===== src/rtl/sweep_ctrl.sv =====
// Frequency-sweep scheduler driving the NCO step word through a dwell-timed ramp (single, sawtooth, triangle).
// Optional triangle mode is enabled by `SWEEP_TRIANGLE_EN; without it mode 10 runs as sawtooth.
module sweep_ctrl #(
  parameter int DWELL_W = 16
) (
  input  logic               clk,
  input  logic               reset_n,
  input  logic               start,
  input  logic               abort,
  input  logic [15:0]        cfg_start,
  input  logic [15:0]        cfg_stop,
  input  logic [15:0]        cfg_inc,
  input  logic [DWELL_W-1:0] cfg_dwell,
  input  logic [1:0]         cfg_mode,
  output logic [15:0]        step,
  output logic               busy,
  output logic               step_tick,
  output logic               wrap,
  output logic               done
);

  typedef enum logic [1:0] {S_IDLE, S_RUN, S_DONE} state_t;

  state_t             state_q, state_d;
  logic [15:0]        step_q, step_d;
  logic [DWELL_W-1:0] dwell_q, dwell_d;
  logic               tick_q, tick_d;
  logic               wrap_q, wrap_d;
  logic [15:0]        sh_start_q, sh_start_d;
  logic [15:0]        sh_stop_q, sh_stop_d;
  logic [15:0]        sh_inc_q, sh_inc_d;
  logic [DWELL_W-1:0] sh_dwell_q, sh_dwell_d;
  logic [1:0]         sh_mode_q, sh_mode_d;
  logic               sh_degen_q, sh_degen_d;
`ifdef SWEEP_TRIANGLE_EN
  logic               dir_dn_q, dir_dn_d;
  logic [16:0]        dn_floor;
`endif

  logic [16:0] up_nxt;
  logic        cfg_degen;
  logic [1:0]  cfg_mode_eff;

  // 17-bit sums so a ramp near 0xFFFF ends instead of wrapping to 0
  assign up_nxt    = {1'b0, step_q} + {1'b0, sh_inc_q};
`ifdef SWEEP_TRIANGLE_EN
  assign dn_floor  = {1'b0, sh_start_q} + {1'b0, sh_inc_q};
`endif
  assign cfg_degen = (cfg_inc == 16'd0) || (cfg_start > cfg_stop);

  always_comb begin
    cfg_mode_eff = cfg_mode;
    if (cfg_mode == 2'b11 || cfg_degen) cfg_mode_eff = 2'b00;
`ifndef SWEEP_TRIANGLE_EN
    if (cfg_mode_eff == 2'b10) cfg_mode_eff = 2'b01;
`endif
  end

  always_comb begin
    state_d    = state_q;
    step_d     = step_q;
    dwell_d    = dwell_q;
    tick_d     = 1'b0;
    wrap_d     = 1'b0;
    sh_start_d = sh_start_q;
    sh_stop_d  = sh_stop_q;
    sh_inc_d   = sh_inc_q;
    sh_dwell_d = sh_dwell_q;
    sh_mode_d  = sh_mode_q;
    sh_degen_d = sh_degen_q;
`ifdef SWEEP_TRIANGLE_EN
    dir_dn_d   = dir_dn_q;
`endif
    case (state_q)
      S_RUN: begin
        if (abort) begin
          state_d = S_IDLE;
        end else if (dwell_q != '0) begin
          dwell_d = dwell_q - DWELL_W'(1);
        end else begin
          dwell_d = sh_dwell_q;
`ifdef SWEEP_TRIANGLE_EN
          if (sh_mode_q == 2'b10 && dir_dn_q) begin
            if ({1'b0, step_q} < dn_floor) begin
              dir_dn_d = 1'b0;
              wrap_d   = 1'b1;
            end else begin
              step_d = step_q - sh_inc_q;
              tick_d = 1'b1;
            end
          end else
`endif
          if (sh_degen_q || up_nxt > {1'b0, sh_stop_q}) begin
            case (sh_mode_q)
              2'b01: begin
                step_d = sh_start_q;
                tick_d = 1'b1;
                wrap_d = 1'b1;
              end
`ifdef SWEEP_TRIANGLE_EN
              2'b10: begin
                dir_dn_d = 1'b1;
                wrap_d   = 1'b1;
              end
`endif
              default: state_d = S_DONE;
            endcase
          end else begin
            step_d = up_nxt[15:0];
            tick_d = 1'b1;
          end
        end
      end
      default: begin
        if (state_q == S_DONE) state_d = S_IDLE;
        // abort outranks a coincident start
        if (start && !abort) begin
          state_d    = S_RUN;
          step_d     = cfg_start;
          dwell_d    = cfg_dwell;
          tick_d     = 1'b1;
          sh_start_d = cfg_start;
          sh_stop_d  = cfg_stop;
          sh_inc_d   = cfg_inc;
          sh_dwell_d = cfg_dwell;
          sh_mode_d  = cfg_mode_eff;
          sh_degen_d = cfg_degen;
`ifdef SWEEP_TRIANGLE_EN
          dir_dn_d   = 1'b0;
`endif
        end
      end
    endcase
  end

  always_ff @(posedge clk or negedge reset_n) begin
    if (!reset_n) begin
      state_q    <= S_IDLE;
      step_q     <= '0;
      dwell_q    <= '0;
      tick_q     <= 1'b0;
      wrap_q     <= 1'b0;
      sh_start_q <= '0;
      sh_stop_q  <= '0;
      sh_inc_q   <= '0;
      sh_dwell_q <= '0;
      sh_mode_q  <= '0;
      sh_degen_q <= 1'b0;
`ifdef SWEEP_TRIANGLE_EN
      dir_dn_q   <= 1'b0;
`endif
    end else begin
      state_q    <= state_d;
      step_q     <= step_d;
      dwell_q    <= dwell_d;
      tick_q     <= tick_d;
      wrap_q     <= wrap_d;
      sh_start_q <= sh_start_d;
      sh_stop_q  <= sh_stop_d;
      sh_inc_q   <= sh_inc_d;
      sh_dwell_q <= sh_dwell_d;
      sh_mode_q  <= sh_mode_d;
      sh_degen_q <= sh_degen_d;
`ifdef SWEEP_TRIANGLE_EN
      dir_dn_q   <= dir_dn_d;
`endif
    end
  end

  assign step      = step_q;
  assign busy      = (state_q == S_RUN);
  assign done      = (state_q == S_DONE);
  assign step_tick = tick_q;
  assign wrap      = wrap_q;

endmodule


===== config.mk =====
export PLATFORM = sky130hd
export DESIGN_NAME = sweep_ctrl
export DESIGN_NICKNAME = d
export VERILOG_FILES = /design/src/rtl/sweep_ctrl.sv
export SDC_FILE = /design/constraint.sdc
export NUM_CORES = 1
export LEC_CHECK = 0
export BUFFER_PORTS_ARGS = -buffer_cell sky130_fd_sc_hd__buf_2
export CORE_UTILIZATION = 40
export CTS_BUF_LIST = sky130_fd_sc_hd__clkbuf_8
export DETAILED_ROUTE_END_ITERATION = 7
export PLACE_DENSITY = 0.63
export SETUP_SLACK_MARGIN = 0.5
export SYNTH_ARGS = -nofsm -noshare
export SYNTH_HDL_FRONTEND = slang
export SYNTH_SLANG_ARGS = --single-unit

===== constraint.sdc =====
create_clock -name clk -period 6.7 [get_ports clk]
set_input_delay 1.34 -clock clk [delete_from_list [all_inputs] [get_ports clk]]
set_output_delay 1.34 -clock clk [all_outputs]
set_load 0.03 [all_outputs]

==> results of run 1 <==
-- layer usage --
metal | GRT usage | up-vias | wire [um]
met2 | 0.332 | 174 | 7350
met3 | 0.0442 | 21 | 987
li1 | - | 2631 | -
met5 | 0 | - | 0
met4 | 0.0609 | 0 | 239
met1 | 0.306 | 2607 | 8060
-- cells in the mapped netlist (all sizes together), types with 10 or more instances --
| master | n | area share |
|---|---|---|
| o22ai | 15 | 0.015 |
| mux2 | 14 | 0.025 |
| a221o | 15 | 0.024 |
| a21oi | 42 | 0.033 |
| o21ai | 43 | 0.034 |
| nor3 | 14 | 0.015 |
| xnor2 | 17 | 0.024 |
| o211ai | 10 | 0.012 |
| dfrtp | 103 | 0.41 |
| ha | 52 | 0.10 |
| nand2 | 144 | 0.086 |
| inv | 43 | 0.026 |
| a21o | 23 | 0.027 |
| o22a | 16 | 0.022 |
| nor2 | 30 | 0.018 |
| and2 | 16 | 0.016 |
| clkbuf | 19 | 0.011 |
-- final cells by class --
cell class	count	area (um2)
fillers	1495	8170
repair buffers	93	478
diodes	1	2.50
clock inverters	7	72.6
flip-flops and latches	103	2580
well taps	211	264
inverters	43	161
clock buffers	9	124
multi-input cells	525	3460
-- through the flow --
step	hold slack (ns)	utilization
final	0.486	0.466
after global routing	0.502	0.466
after CTS	0.488	0.466
after detailed placement	0.462	0.453
after global placement	0.456	0.453
after floorplan	0.439	-
-- logic make-up (layout without fill, tap and decap cells) --
kind of cell	count (synthesis)	in the layout
AOI/OAI and AO/OA	192	192
xor gates and xnor gates	24	24
adders and majority gates	53	53
buffers and inverters	71	152
DFF	103	103
muxes	14	14
other	0	1
and+or+nand+nor	242	242
-- registers in the layout, summed over array words and instances (netlist names) --
name        flops
dwell_q        16
sh_degen_q      1
sh_dwell_q     16
sh_inc_q       16
sh_mode_q       2
sh_start_q     16
sh_stop_q      16
state_q         2
step           16
step_tick       1
wrap            1
-- final timing paths --
check / start / endpoint / slack, ns
worst max-delay path: step[0] / step[2] / 1.60
worst min-delay path: sh_start_q[0] / sh_start_q[0] / 0.49
worst max register to register: step[0] / step[2] / 1.60
worst min register to register: sh_start_q[0] / sh_start_q[0] / 0.49
max in group asynchronous: reset_n / sh_stop_q[4] / 4.52
min in group asynchronous: reset_n / sh_inc_q[2] / 0.91
-- power by group through the flow --
| stage | combinational (mW) | clock [mW] | sequential [mW] |
|---|---|---|---|
| after floorplan | 1.59 | 0 | 1.17 |
| after global placement | 2.08 | 0 | 1.14 |
| after detailed placement | 2.17 | 0 | 1.15 |
| after CTS | 2.18 | 0.421 | 1.14 |
| after global routing | 2.44 | 0.440 | 1.19 |
| final | 2.20 | 0.410 | 1.15 |
==> results.yml, run 1 <==
status:
  status: "finished clean"
worst_setup_path:
  critPathKind: "flip-flop to flip-flop"
  rr_worst_depth: 18
  start_kind: "flip-flop"
  setup.worst_path.end_class: "flip-flop"
  cp_top_family: "compound AO/OA/AOI/OAI gates"
  crit_top_cell: "ha_1"
  arrival_ns: 5.38
  crit_slowest_cell: "fa_1"
  critPathMaxFanout: 14
  max_stage_delay_ns: 0.43
  path_cells: "ha_1, fa_1, a211oi_1, o211ai_1, a21oi_1, o31a_1, o21ai_1, xor2_1, ha_1, nand4_1, nor3_1, a2111oi_0, o31ai_1, o22a_1, nor2_1, buf_4, mux2_2, a221o_1"
  worst-path-buf-inv: 1
  worstPathRequired_ns: 6.98
  cp.depth: 18
synth:
  synth_xor_area_frac: 0.0333
  synthAdderAreaFrac: 0.106
  muxShareOfSynthArea: 0.0249
  synth_compound_area_frac: 0.207
  syn_inst: 699
  synth-seq-area-share: 0.408
  synth_edf_count: 0
  syn_nets: 822
  synth.distinct_cells: 55
  yosys.area_share.simple: 0.175
  ys.flop_type: "dfrtp_1"
  syn_area_per_cell_um2: 9.04
  syn_area_mm2: 0.00632
  ys_warn_count: 0
  synth_top_family_by_area: "compound AO/OA/AOI/OAI gates"
  ys_ff_latch: 103
  async_flop_share: 1.00
placed_design:
  post_dp_cell_area_mm2: 0.00694
  dp_hpwl_um: 12200
  portBuffers: 89
  gp_congestion: 0.878
  place_inst: 975
  pre_cts_ws_ns: 1.67
layout:
  mostFrequentLayoutCell: "nand2_1"
  fin_nets: 898
  design_area_mm2: 0.00714
  syn_to_final_growth_pct: 13.0
  mostFrequentLayoutCells: "nand2_1, dfrtp_1, buf_2, ha_1"
  final_cells: 992
  drive_above_1_share: 0.174
global_routing:
  grt_antenna_before_repair: 1
  overflow: 0
  grt_use_total: 0.215
  grt_pass1_wl_um: 27200
  first_global_vias: 5351
  grt_max_degree: 67
drt:
  drcViolationCount: 0
  dr.pass1.iters: 5
  drt-initial-drc-count: 369
  avgViaCountPerCell: 5.48
  via_count: 5433
  drtAntennaViolNets: 0
  avgRoutedWirePerCell_um: 16.8
  routed_wl_um: 16600
sta:
  worst_pin_slew_ns: 1.16
  rsz0062_at_grt: "no"
  slew_headroom: 0.224
  fin_skew_ns: 0.0208
  worst_slack_ns: 1.60
  setup_tns_ns: 0
  setup_viol: 0
  fin_crit_sh: 0.761
  final-hold-violation-count: 0
  fin_crit_ns: 5.10
  final-max-slew-violation-count: 0
  clock.fmax_mhz: 196
power_and_ir_drop:
  peakVddDrop_v: 0.000179
  power_density_mw_per_mm2: 526
  pwr-share-comb: 0.585
  switching_power_mw: 1.74
  p_int_mw: 2.02
  p_leak_nw: 3.57
  power.total_mw: 3.76
  p_sw_frac: 0.463
  pwr-share-clk: 0.109
  seqPwrFrac: 0.306
clock_tree:
  clk_pin_slew_ns: 0.11
  clock-sinks: 103
  cts_hold_buf: 0
  postCtsSetupRepairBufs: 0
  cts_resized: 0
  cts_buffers: 9
  clk_latency_ns: 0.40
  htreeDepth: 3
  cts-root-buf: "clkbuf_8"
  clockBufferDepth: 2
  tritoncts: "built"
floorplan:
  die_height_um: 128
  die-area_mm2: 0.0163
  die_width_um: 128
  start_util: 0.413
  core_area_mm2: 0.0153
  fp-row-count: 45
  io_pins: 90
worst_hold_path:
  whs_path_depth: 1
  hp-class: "flip-flop to flip-flop"
run:
  cap_violations: 0
No activity file was read; power rests on OpenSTA's default activity.
==> inputs of run 2 (changes only) <==
- PLACE_DENSITY: 0.63 -> 0.65
- clock period: 6.7 -> 4.3 ns (I/O delays scaled with it)
==> results.yml, run 2 (same netlist as run 1, synthesis figures left out) <==
sta:
  setup_tns_ns: -0.255
  holdWs_ns: 0.390
  fin_crit_ns: 4.34
  slew_headroom: 0.367
  clock.fmax_mhz: 230
  setup_viol: 13
  final-hold-violation-count: 0
  worst_slack_ns: -0.0424
  final-max-slew-violation-count: 0
  rsz0062_at_grt: "yes"
  fin_skew_ns: 0.0240
  worst_pin_slew_ns: 0.950
  fin_crit_sh: 1.01
clock_tree:
  clk_pin_slew_ns: 0.11
  htreeDepth: 3
  clock-sinks: 103
  cts_hold_buf: 0
  clockBufferDepth: 2
  cts_buffers: 9
  tritoncts: "built"
  clk_latency_ns: 0.40
  cts-root-buf: "clkbuf_8"
placed_design:
  portBuffers: 89
  dp_hpwl_um: 12100
  gp_congestion: 0.895
layout:
  syn_to_final_growth_pct: 20.3
  fin_nets: 927
  fillCellCount: 1510
  antennaDiodeCount: 0
  mostFrequentLayoutCell: "nand2_1"
  drive_above_1_share: 0.235
  finalCoreUtilization: 0.496
  ff_latch_area_mm2: 0.00258
  mostFrequentLayoutCells: "nand2_1, dfrtp_1, buf_2, ha_1, a21oi_1"
  multi_input_area_mm2: 0.00366
worst_hold_path:
  hp-class: "primary input to asynchronous set/reset pin"
drt:
  via_count: 5409
  drt-initial-drc-count: 329
  avgViaCountPerCell: 5.30
  avgRoutedWirePerCell_um: 16.4
  drcViolationCount: 0
  dr.pass1.iters: 4
  drtAntennaViolNets: 0
  routed_wl_um: 16800
worst_setup_path:
  critPathKind: "flip-flop to flip-flop"
  r2r_setup_slack_ns: -0.04
  regToRegEndpoint: "step[11]"
  worstPathRequired_ns: 4.58
  max_stage_delay_ns: 0.44
  cp_top_family: "compound AO/OA/AOI/OAI gates"
  path_cells: "ha_4, fa_2, a211oi_2, o211ai_1, a21oi_2, o31a_1, o21ai_1, xor2_1, ha_1, nand4_1, nor3_2, buf_4, a41oi_2, o22a_2, nor2_4, buf_12, mux2_2, a221o_1"
  rr_worst_depth: 18
  worst-path-buf-inv: 2
  arrival_ns: 4.63
  critPathMaxFanout: 15
  start_kind: "flip-flop"
  crit_slowest_cell: "dfrtp_2"
  r2r_start: "step[0]"
  setup.worst_path.end_class: "flip-flop"
run:
  cap_violations: 0
floorplan:
  die_height_um: 128
  fp-row-count: 45
  start_util: 0.413
  die_width_um: 128
  io_pins: 90
  core_area_mm2: 0.0153
  die-area_mm2: 0.0163
global_routing:
  overflow: 0
  grt_antenna_before_repair: 0
  grt_pass1_wl_um: 27100
  grt_max_degree: 50
  grt_use_total: 0.215
  first_global_vias: 5354
power_and_ir_drop:
  p_leak_nw: 3.76
  peakVddDrop_v: 0.000334
  power_density_mw_per_mm2: 856
status:
  status: "finished, violations left"
  violations: "negative setup slack"
[run 2: changes by cell type in the layout (fill, tap and decap cells not counted), moves of 3 or more]
cell | previous run | this run
buf_4 | 5 | 25
clkinv_4 | 0 | 3
buf_6 | 0 | 6
nor3_1 | 12 | 8
a211oi_2 | 0 | 3
a211oi_1 | 5 | 2
[run 2: worst max-delay path by stage]
stage                 from  endpoint  cells after the start
2_1_floorplan      step[0]   step[2]                     18
3_3_place_gp   sh_inc_q[0]   step[3]                     17
3_5_place_dp   sh_inc_q[0]   step[2]                     17
4_1_cts            step[0]  step[11]                     18
5_1_grt            step[0]   step[3]                     18
6_report           step[0]  step[11]                     18
[run 2: metrics by stage]
step / power [mW] / cell area [um2] / instances / setup slack, ns
global placement: 5.36 / 7120 / 993 / 0.0437
detailed placement: 5.42 / 7120 / 993 / -0.140
CTS: 6.18 / 7420 / 1016 / 0.00960
finish: 6.51 / 7600 / 1020 / -0.0424
global route: 7.04 / 7600 / 1020 / -0.257
floorplan: 4.36 / 6360 / 699 / 0.0283
[run 2: per-layer routing]
metal,global-route usage,up-vias,part of all wire
met3,0.0484,19,0.042
met4,0.0651,0,0.017
met2,0.359,113,0.48
li1,-,2688,-
met5,0,-,0
met1,0.278,2589,0.46
[run 2: timing repair]
action	4_1_cts	5_1_grt
resized for setup	7	28
buffers inserted	6	4
endpoints found under the setup margin	19	20
gates cloned	1	0
pin swaps	4	11
[run 2: layout make-up]
class | instances | area share
Clock buffer | 9 | 0.0163
Clock inverter | 7 | 0.00757
Inverter | 43 | 0.0212
Multi-Input combinational cell | 525 | 0.481
Sequential cell | 103 | 0.339
Tap cell | 211 | 0.0347
Timing Repair Buffer | 122 | 0.100
[run 2: power by group]
part | internal [mW] | switching (mW) | leakage, nW
sequential | 1.41 | 0.392 | 1.26
clock | 0.216 | 0.372 | 0.0873
combinational | 1.88 | 2.24 | 2.41
total | 3.51 | 3.00 | 3.76
[run 2: worst register-to-register path: cells and delay by family (launching register included)]
kind / cells / cell delay (ns)
flip-flops: 1 / 0.44
multiplexers: 1 / 0.35
AND/OR/NAND/NOR: 3 / 0.51
buffers and inverters: 2 / 0.34
XOR/XNOR: 1 / 0.17
AO/OA/AOI/OAI: 8 / 1.60
adder cells (fa/ha/maj): 3 / 0.83
